<file path="src/rtl/led_step_ticker.sv">
// Step-pulse generator for the LED pattern sequencer: debounced RUN/STEP buttons and a rate prescaler.
// Optional build macro LED_TICK_AUTORUN_EN makes stepping free-run straight out of reset.
module led_step_ticker #(
   parameter int CNT_W     = 26,
   parameter int PERIOD0   = 50_000_000,
   parameter int PERIOD1   = 25_000_000,
   parameter int PERIOD2   = 12_500_000,
   parameter int PERIOD3   = 6_250_000,
   parameter int DB_W      = 20,
   parameter int DB_CYCLES = 1_000_000
) (
   input  logic       clk,
   input  logic       rst,
   input  logic       btn_run,
   input  logic       btn_step,
   input  logic [1:0] speed_sel,
   output logic       en_out,
   output logic       running
);

   localparam logic [CNT_W-1:0] P0_LAST = CNT_W'(PERIOD0 - 1);
   localparam logic [CNT_W-1:0] P1_LAST = CNT_W'(PERIOD1 - 1);
   localparam logic [CNT_W-1:0] P2_LAST = CNT_W'(PERIOD2 - 1);
   localparam logic [CNT_W-1:0] P3_LAST = CNT_W'(PERIOD3 - 1);
   localparam logic [CNT_W-1:0] CNT_ONE = CNT_W'(1);
   localparam logic [DB_W-1:0]  DB_LAST = DB_W'(DB_CYCLES - 1);
   localparam logic [DB_W-1:0]  DB_ONE  = DB_W'(1);

`ifdef LED_TICK_AUTORUN_EN
   localparam logic RUN_RST = 1'b1;
`else
   localparam logic RUN_RST = 1'b0;
`endif

   // Button bit 0 is RUN, bit 1 is STEP.
   logic [1:0]      sync1_q, sync2_q, stable_q, stable_d, press_q, press_d;
   logic [DB_W-1:0] db_cnt_q [2];
   logic [DB_W-1:0] db_cnt_d [2];

   logic [CNT_W-1:0] presc_q, presc_d, period_last_s;
   logic [1:0]       spd_q;
   logic             spd_chg_s;
   logic             running_q, running_d, en_q, en_d;

   function automatic logic [CNT_W-1:0] period_last(input logic [1:0] sel);
      case (sel)
         2'd0:    return P0_LAST;
         2'd1:    return P1_LAST;
         2'd2:    return P2_LAST;
         2'd3:    return P3_LAST;
         default: return P0_LAST;
      endcase
   endfunction

   // A level is accepted only after it has differed from the stable value for DB_CYCLES cycles.
   always_comb begin
      for (int i = 0; i < 2; i++) begin
         stable_d[i] = stable_q[i];
         press_d[i]  = 1'b0;
         if (sync2_q[i] == stable_q[i]) begin
            db_cnt_d[i] = '0;
         end else if (db_cnt_q[i] == DB_LAST) begin
            stable_d[i] = sync2_q[i];
            press_d[i]  = sync2_q[i];
            db_cnt_d[i] = '0;
         end else begin
            db_cnt_d[i] = db_cnt_q[i] + DB_ONE;
         end
      end
   end

   assign period_last_s = period_last(spd_q);
   assign spd_chg_s     = (speed_sel != spd_q);

   // RUN press has priority over everything; a stopped ticker only emits manual steps.
   always_comb begin
      running_d = running_q;
      presc_d   = presc_q;
      en_d      = 1'b0;
      if (press_q[0]) begin
         running_d = ~running_q;
         presc_d   = '0;
      end else if (running_q) begin
         if (spd_chg_s) begin
            presc_d = '0;
         end else if (presc_q == period_last_s) begin
            presc_d = '0;
            en_d    = 1'b1;
         end else begin
            presc_d = presc_q + CNT_ONE;
         end
      end else begin
         presc_d = '0;
         en_d    = press_q[1];
      end
   end

   always_ff @(posedge clk) begin
      if (rst) begin
         sync1_q   <= 2'b00;
         sync2_q   <= 2'b00;
         stable_q  <= 2'b00;
         press_q   <= 2'b00;
         for (int i = 0; i < 2; i++) db_cnt_q[i] <= '0;
         presc_q   <= '0;
         spd_q     <= 2'd0;
         running_q <= RUN_RST;
         en_q      <= 1'b0;
      end else begin
         sync1_q   <= {btn_step, btn_run};
         sync2_q   <= sync1_q;
         stable_q  <= stable_d;
         press_q   <= press_d;
         for (int i = 0; i < 2; i++) db_cnt_q[i] <= db_cnt_d[i];
         presc_q   <= presc_d;
         spd_q     <= speed_sel;
         running_q <= running_d;
         en_q      <= en_d;
      end
   end

   assign en_out  = en_q;
   assign running = running_q;

endmodule

</file>
<file path="config.mk">
export PLATFORM = sky130hd
export DESIGN_NAME = led_step_ticker
export DESIGN_NICKNAME = d
export VERILOG_FILES = /design/src/rtl/led_step_ticker.sv
export SDC_FILE = /design/constraint.sdc
export NUM_CORES = 1
export LEC_CHECK = 0
export CAP_MARGIN = 15
export CORE_MARGIN = 1
export CORE_UTILIZATION = 40
export DETAILED_ROUTE_END_ITERATION = 6
export HOLD_SLACK_MARGIN = 0.03
export PLACE_DENSITY = 0.52
export SETUP_SLACK_MARGIN = 0.02
export SLEW_MARGIN = 0
export SYNTH_ARGS = -nofsm -noshare
export SYNTH_HDL_FRONTEND = slang
export SYNTH_SLANG_ARGS = --single-unit
</file>
<file path="constraint.sdc">
create_clock -name clk -period 3.3 [get_ports clk]
set_input_delay 0.33 -clock clk [delete_from_list [all_inputs] [get_ports clk]]
set_output_delay 0.33 -clock clk [all_outputs]
set_load 0.01 [all_outputs]
</file>
======== Yosys cells after proc, flatten, opt, wreduce, memory -nomap -nowiden ========
Memory sizes are Yosys's and may differ from the RTL's.
Cells that the tools add are included.
word-level totals
  memories ................................ 1
  output and inout bits ................... 2
  memory bits (writable) .................. 40
  latch bits .............................. 0
  bits of input ports ..................... 6
  register bits ........................... 38
  ROM bits ................................ 0
  logic and storage cells ................. 50
memories
  name      depth  bits a word  read ports  clocked after memory_dff  write ports  line  text
  db_cnt_q  2      20           2           0                         2            37    logic [DB_W-1:0] db_cnt_q [2];
cells by class
  multiplexer cells ....................... 13
  reductions and logical operators ........ 7
  magnitude comparators ................... 0
  multiply operators ...................... 0
  equal/unequal tests ..................... 9
  bitwise logic cells ..................... 7
  divide/modulo/power cells ............... 0
  $add $sub $neg .......................... 3
  shifts and indexed selects .............. 0
operator list
  cell                     count
  $mux W20                 6
  $pmux W26 S4             1
  $add A20 B1 Y20 const B  2
  $eq A20 B20 Y1 const B   2
  $add A26 B1 Y26 const B  1
  $eq A26 B26 Y1           1
  $mux W1                  6
  $reduce_or A3 Y1         2
  $not A1 Y1               5
  $reduce_or A5 Y1         1
  $eq A2 B2 Y1 const B     2
  $reduce_and A2 Y1        2
  $eq A1 B1 Y1             2
  $eq A2 B1 Y1 const B     1
  $logic_not A2 Y1         1
  $ne A2 B2 Y1             1
  $or A1 B1 Y1             2
  $reduce_or A2 Y1         1

======== Longest topological paths before layout ========
Gate-level depths: netlist of the first run.
  word-level depth ........................ 6
  gate-level depth with buffers ........... 8
  mapped depth without buffers ............ 7

======== Worst setup path after synthesis of the first run ========
OpenSTA, ideal clock, no wires.
  path kind ............................... register to register
  start ................................... register presc_q[0]
  end ..................................... register presc_q[12]
  setup slack ............................. 1.352 ns
  arrival ................................. 1.816 ns
  stages on the path, launching flop included .. 8
  clock period less this slack ............ 1.948 ns
  cell sequence ........................... dfxtp_1 ha_1 and3_1 nand3_1 or4_4 nor4_4 buf_6 nor3_1
between the ends
  cells in the longest elaborated chain, start to end .. 2
ends and longest elaborated chain
  item                                                     line  text
  from (decl)                                              40    logic [CNT_W-1:0] presc_q, presc_d, period_last_s;
  from (signal assigned)                                   115   presc_q <= presc_d;
  branches (longest 2 deep; another with $add A26 B1 Y26)  -
Several ways; the timed one is not identified.
A chain may end at the register's enable or synchronous reset.

======== Worst setup path in the final report of the first run ========
  start ................................... register spd_q[0]
  end ..................................... register presc_q[6]
between the ends
  cells in the longest elaborated chain, start to end .. 4
ends and longest elaborated chain
  item                                  line  text
  from (decl)                           41    logic [1:0] spd_q;
  from (signal assigned)                116   spd_q <= speed_sel;
  $eq A2 B2 Y1 (tied with other cells)  46    case (sel)
  $pmux W26 S4                          46
  $eq A26 B26 Y1                        86    end else if (presc_q == period_last_s) begin
  $reduce_or A5 Y1 (no line) *          -
Every way passes the cells marked *; elsewhere a longest branch is shown, timed or not. The select of a mux whose other input is x is not followed.

==> results.ini, run 1 <==
[routing]
wl_per_cell_um = 12.95
detailroute.via_count = 2609
detailedRoute.firstIterationViolations = 104
drt_pass1_iterations = 4
post_drt_via_cell_ratio = 5.106
ant_nets = 0
drc = 0
routed_wl_um = 6615

[logic_synthesis]
ys_ff_latch = 78
syn-instance-count = 392
ys.warnings.count = 0
synth_largest_area_cell = sky130_fd_sc_hd__dfxtp_1
postSynthNetCount = 401
ys_dominant_reg_cell = sky130_fd_sc_hd__dfxtp_1
sequential_area_share_after_synthesis = 0.4491
syn_avg_cell_area_um2 = 8.870
edff_count_synth = 0
synth.distinct_cells = 40
portion_of_synthesized_cell_area_occupied_by_the_leading_cell_type = 0.4491
post_synth_instance_area_um2 = 3477
async_flop_share = 0
synth.area.top_cells = sky130_fd_sc_hd__dfxtp_1 45%, sky130_fd_sc_hd__xor2_1 8.6%, sky130_fd_sc_hd__xnor2_1 7.3%, sky130_fd_sc_hd__nor2_1 6.3%, sky130_fd_sc_hd__nand3_1 4.0%

[grt]
grt_start_max_net_pins = 26
first_global_vias = 2486
grt_first_pass_wirelength_um = 11560
gr-total-overflow = 0
global_route.usage.total = 0.1665
antenna_found_initial = 0

[clock_network]
htree_num_levels = 3
cts_tree = done
clockBufferDepth = 2
cts_root_buffer = sky130_fd_sc_hd__clkbuf_8
cts_hold_repair.buffers = 0
cts.sinks = 78
cts_setup_buffers = 0
clkLatencyLatePin_ns = 0.35
post_cts_resized = 0
cts_made_buffers = 9
cts.reportedPaths.clkPinSlew_ns = 0.08

[timing]
fin_tns_setup_ns = 0
finalMaxSlewViolations = 0
final.setup_skew_ns = 0.005636
timing_worst_slew_pin_value_ns = 0.7640
period_minus_slack_ns = 2.431
final_hold_viol_count = 0
post-route-period-util = 0.7367
final_critical_path_setup_slack_ns = 0.8688
slew_headroom = 0.4864
finalSetupViolations = 0
setup_repair_after_global_routing_missed_its_margin = false
maximum_operating_frequency_mhz = 411.3

[power]
power_density_nw_per_um2 = 442.4
comb_power_share = 0.019
internal_power_w = 0.001309
ir_drop_mv = 0.3161
p_leak_nw = 1.229
p_seq_frac = 0.561
switchingPower_w = 0.0003830
netSwitchingFraction = 0.2263
power_share_of_the_clock_group = 0.420

[critical_path]
cp_slowest_stage_delay_ns = 0.55
worst_setup_path_end_kind = register
launching_element_type_of_the_critical_path = register
cp.buffers_inverters = 1
path_cells = nand2_2, mux2i_1, nand3_1, or4_4, nor4_4, buf_4, nor3_1
crit_fanout = 14
worst_ep_arrival_time_ns = 2.66
worst_path_dominant_cell_family = simple AND/OR/NAND/NOR gates
critPathKind = register to register
critical_path_required_ns = 3.53
crit_slowest_cell = sky130_fd_sc_hd__dfxtp_1

[floorplanning]
coreArea_um2 = 8299
design.portCount = 8
die-width_um = 95.24
initial_utilization = 0.4190
die-area_um2 = 9070
rows = 33
fp.dieH_um = 95.24

[layout]
ff_latch_area_um2 = 1562
antenna-diode-count = 0
layout.filler_cells = 835
finalNetCount = 410
drive_above_1_share = 0.06158
multi_input_logic_area_um2 = 1809
area_growth_pct = 10.00

[placed_design]
placement.io_buffers = 7
pre_cts_ws_ns = 0.8573
gpl.final_weighted_congestion = 0.8918
dpl.hpwl_um = 4577

[run]
maxCapViolCount = 0

[worst_hold_path]
worstHoldPathType = register to register

[outcome]
status = finished clean

==> stage by stage <==
step | hold WS, ns | std cells | area [µm²] | total power, W | util
after floorplan | 0.4138 | 392 | 3477 | 0.0009933 | -
after global routing | 0.4664 | 511 | 3825 | 0.001770 | 0.4609
after detailed placement | 0.4220 | 495 | 3628 | 0.001004 | 0.4372
final | 0.4396 | 511 | 3825 | 0.001692 | 0.4609
after CTS | 0.4429 | 511 | 3825 | 0.001722 | 0.4609
after global placement | 0.4199 | 495 | 3628 | 0.001005 | 0.4372
==> worst paths after layout <==
path	startpoint	end	slack (ns)	depth (start not counted)
max	spd_q[0]	presc_q[6]	0.87	7
min	sync1_q[0]	sync2_q[0]	0.44	1
max reg2reg	spd_q[0]	presc_q[6]	0.87	7
min reg2reg	sync1_q[0]	sync2_q[0]	0.44	1
==> placed cells by master (no fill, tap or decap), types with 2 or more instances in the layout <==
master                             n
sky130_fd_sc_hd__clkbuf_8          9
sky130_fd_sc_hd__nor4b_1           2
sky130_fd_sc_hd__nand2_1          24
sky130_fd_sc_hd__nand3_1          28
sky130_fd_sc_hd__clkdlybuf4s50_1   7
sky130_fd_sc_hd__inv_1             8
sky130_fd_sc_hd__and2_1            3
sky130_fd_sc_hd__o21ai_0           4
sky130_fd_sc_hd__and3_1           17
sky130_fd_sc_hd__mux2i_1           4
sky130_fd_sc_hd__or3_1             3
sky130_fd_sc_hd__xnor2_1          29
sky130_fd_sc_hd__nor4_1            4
sky130_fd_sc_hd__a21oi_1           4
sky130_fd_sc_hd__nor2_1           58
sky130_fd_sc_hd__and4_1            6
sky130_fd_sc_hd__clkinv_2          2
sky130_fd_sc_hd__buf_4             3
sky130_fd_sc_hd__nand4_1          15
sky130_fd_sc_hd__nand2b_1          2
sky130_fd_sc_hd__a22oi_1           2
sky130_fd_sc_hd__nor2b_1           7
sky130_fd_sc_hd__clkinvlp_4        2
sky130_fd_sc_hd__xor2_1           34
sky130_fd_sc_hd__nor3_1           28
sky130_fd_sc_hd__ha_1              3
sky130_fd_sc_hd__a31oi_1           4
sky130_fd_sc_hd__dfxtp_1          78
==> power groups by stage <==
stage	logic (W)	registers [W]	clock network, W
2_1_floorplan	0.0000250	0.000968	0
3_3_place_gp	0.0000328	0.000972	0
3_5_place_dp	0.0000326	0.000972	0
4_1_cts	0.0000327	0.000950	0.000740
5_1_grt	0.0000360	0.000951	0.000783
6_report	0.0000321	0.000950	0.000710
==> cell type report <==
type / count / area share
inverter: 9 / 0.008832
timing repair buffer: 10 / 0.02421
multi-input combinational: 293 / 0.4730
clock buffer: 9 / 0.03238
sequential: 78 / 0.4082
clock inverter: 7 / 0.01897
tap: 105 / 0.03435
==> routing by layer <==
| metal | share of wire | track usage | vias to the layer above |
|---|---|---|---|
| li1 | - | - | 1369 |
| met1 | 0.50 | 0.2029 | 1207 |
| met2 | 0.46 | 0.2774 | 24 |
| met3 | 0.030 | 0.05263 | 9 |
| met4 | 0.012 | 0.05303 | 0 |
| met5 | 0 | 0 | - |
==> synthesized netlist by cell type, types with 7 or more instances <==
cell / count
sky130_fd_sc_hd__nand2_1: 24
sky130_fd_sc_hd__and3_1: 17
sky130_fd_sc_hd__nor2_1: 58
sky130_fd_sc_hd__nor3_1: 28
sky130_fd_sc_hd__inv_1: 8
sky130_fd_sc_hd__nor2b_1: 7
sky130_fd_sc_hd__xor2_1: 34
sky130_fd_sc_hd__xnor2_1: 29
sky130_fd_sc_hd__nand4_1: 15
sky130_fd_sc_hd__nand3_1: 28
sky130_fd_sc_hd__dfxtp_1: 78
==> cells by family (layout without fill, tap and decap cells) <==
logic type,count (synthesis),count (layout),synth area share
xor gates and xnor gates,63,63,0.1587
muxes,4,4,0.01152
adders and majority gates,3,3,0.01080
DFF,78,78,0.4491
and+or+nand+nor,204,204,0.3037
AOI/OAI and AO/OA,19,19,0.03562
buffers and inverters,21,35,0.03058
==> state kept, by name, summed over array words and instances (netlist names) <==
signal	count
press_q	2
sync2_q	2
sync1_q	2
stable_q	2
running	1
spd_q	2
db_cnt_q	40
en_out	1
presc_q	26
(Power assumes the default switching activity.)
==> inputs of run 2 (changes only) <==
Clock period 3.3 ns to 2.5 ns, I/O delays scaled along.
==> results.ini, run 2 (synthesis results as in run 1) <==
[grt]
antenna_found_initial = 0  ; unchanged
gr-total-overflow = 0  ; unchanged
grt_first_pass_wirelength_um = 11840  ; was 11560 µm
first_global_vias = 2584  ; was 2486
global_route.usage.total = 0.1686  ; was 0.1665
grt_start_max_net_pins = 26  ; unchanged

[power]
ir_drop_mv = 0.3425  ; was 0.3161 mV
p_leak_nw = 1.271  ; was 1.229 nW
power_density_nw_per_um2 = 596.7  ; was 442.4 nW/µm²

[critical_path]
cp.buffers_inverters = 1  ; unchanged
critPathKind = register to register  ; unchanged
rrSetupSlack_ns = 0.41  ; was 0.87 ns
worst_r2r_startpoint = spd_q[0]  ; unchanged
worst_path_dominant_cell_family = simple AND/OR/NAND/NOR gates  ; unchanged
worst_setup_path_end_kind = register  ; unchanged
cp_slowest_stage_delay_ns = 0.56  ; was 0.55 ns
r2r.worst_path.cells = 7  ; unchanged
worst_r2r_endpoint = en_out  ; was presc_q[6]
path_cells = nand2_2, mux2i_1, nand3_1, or4_4, nor4_4, buf_4, a32o_1  ; was nand2_2, mux2i_1, nand3_1, or4_4, nor4_4, buf_4, nor3_1
launching_element_type_of_the_critical_path = register  ; unchanged
crit_slowest_cell = sky130_fd_sc_hd__dfxtp_1  ; unchanged
crit_fanout = 10  ; was 14
worst_ep_arrival_time_ns = 2.38  ; was 2.66 ns
critical_path_required_ns = 2.79  ; was 3.53 ns

[timing]
fin_tns_setup_ns = 0  ; unchanged
fin_worst_hold_slack_ns = 0.4404  ; was 0.4396 ns
period_minus_slack_ns = 2.093  ; was 2.431 ns
post-route-period-util = 0.8371  ; was 0.7367
finalSetupViolations = 0  ; unchanged
final.setup_skew_ns = 0.01327  ; was 0.005636 ns
setup_repair_after_global_routing_missed_its_margin = false  ; unchanged
maximum_operating_frequency_mhz = 477.8  ; was 411.3 MHz
slew_headroom = 0.5567  ; was 0.4864
final_critical_path_setup_slack_ns = 0.4072  ; was 0.8688 ns
timing_worst_slew_pin_value_ns = 0.6650  ; was 0.7640 ns
finalMaxSlewViolations = 0  ; unchanged
final_hold_viol_count = 0  ; unchanged

[worst_hold_path]
worstHoldPathType = register to register  ; unchanged
timing.hold.worst_endpoint = sync2_q[0]  ; unchanged
hold_path_start = sync1_q[0]  ; unchanged
hold-path-cell-count = 1  ; unchanged

[placed_design]
gpl.final_weighted_congestion = 0.7847  ; was 0.8918
placement.io_buffers = 7  ; unchanged
dp.cells = 501  ; was 495
pre_cts_ws_ns = 0.4421  ; was 0.8573 ns
dpl.hpwl_um = 4570  ; was 4577 µm

[layout]
drive_above_1_share = 0.07282  ; was 0.06158
antenna-diode-count = 0  ; unchanged
final_core_util = 0.4684  ; was 0.4609
most-common-layout-cells = 78 x sky130_fd_sc_hd__dfxtp_1, 58 x sky130_fd_sc_hd__nor2_1, 34 x sky130_fd_sc_hd__xor2_1  ; unchanged
finalNetCount = 416  ; was 410
final_common_cell = sky130_fd_sc_hd__dfxtp_1  ; unchanged
largest_register_ff_count = 40  ; unchanged
final_cell_count_no_fill = 517  ; was 511
reg_top3 = db_cnt_q: 40 flops, presc_q: 26 flops  ; unchanged
top_register = db_cnt_q  ; unchanged
area_growth_pct = 11.80  ; was 10.00%

[routing]
drt_pass1_iterations = 4  ; unchanged
wl_per_cell_um = 12.95  ; about the same
ant_nets = 0  ; unchanged
detailedRoute.firstIterationViolations = 56  ; was 104
drc = 0  ; unchanged
routed_wl_um = 6693  ; was 6615 µm
detailroute.via_count = 2637  ; was 2609
post_drt_via_cell_ratio = 5.101  ; was 5.106

[floorplanning]
die-area_um2 = 9070  ; unchanged
initial_utilization = 0.4190  ; unchanged
die-width_um = 95.24  ; unchanged
rows = 33  ; unchanged
design.portCount = 8  ; unchanged
fp.dieH_um = 95.24  ; unchanged
coreArea_um2 = 8299  ; unchanged

[clock_network]
post_cts_resized = 0  ; unchanged
cts_root_buffer = sky130_fd_sc_hd__clkbuf_8  ; unchanged
cts_setup_buffers = 0  ; unchanged
cts_made_buffers = 9  ; unchanged
htree_num_levels = 3  ; unchanged
cts_tree = done  ; unchanged
cts.reportedPaths.clkPinSlew_ns = 0.09  ; was 0.08 ns
clockBufferDepth = 2  ; unchanged
cts.sinks = 78  ; unchanged
clkLatencyLatePin_ns = 0.35  ; about the same
cts_hold_repair.buffers = 0  ; unchanged

[run]
maxCapViolCount = 0  ; unchanged

[outcome]
status = finished clean  ; unchanged

[run 2: changes by cell type in the layout (fill, tap and decap cells not counted), sizes merged]
cell,previous run,this run
bufinv,1,2
clkinvlp,2,1
buf,3,9
inv,10,9
clkbuf,9,10
[run 2: layer usage]
metal,track usage,vias to the layer above,share of wire
met5,0,-,0
met3,0.03589,4,0.021
li1,-,1382,-
met4,0.07702,0,0.0097
met1,0.2170,1230,0.51
met2,0.2690,21,0.46
[run 2: where the power goes]
part / switching, W / internal, W / total [W] / leakage, nW
Clock: 0.000462 / 0.000561 / 0.00102 / 0.106
Sequential: 0.00000721 / 0.00125 / 0.00125 / 0.629
Combinational: 0.0000222 / 0.0000207 / 0.0000429 / 0.535
[run 2: worst max-delay path by stage]
| stage | from | to | cells after the start |
|---|---|---|---|
| after floorplan | presc_q[0] | presc_q[12] | 7 |
| after global routing | spd_q[0] | en_out | 7 |
| after detailed placement | spd_q[0] | presc_q[16] | 7 |
| after CTS | spd_q[0] | presc_q[16] | 7 |
| after global placement | spd_q[0] | presc_q[7] | 7 |
| final | spd_q[0] | en_out | 7 |
[run 2: cell type report]
cell class                      instances  area, µm²
Fill cell                             807       4412
Multi-Input combinational cell        293       1809
Timing Repair Buffer                   16      137.6
Clock buffer                           10      127.6
Tap cell                              105      131.4
Inverter                                9      33.78
Clock inverter                          6      86.33
Sequential cell                        78       1562
[run 2: per-stage QoR]
step                      power [W]  instance area, µm²
after floorplan            0.001311                3477
after global placement     0.001327                3674
after detailed placement   0.001327                3674
after CTS                  0.002360                3887
after global routing       0.002424                3887
final                      0.002320                3887
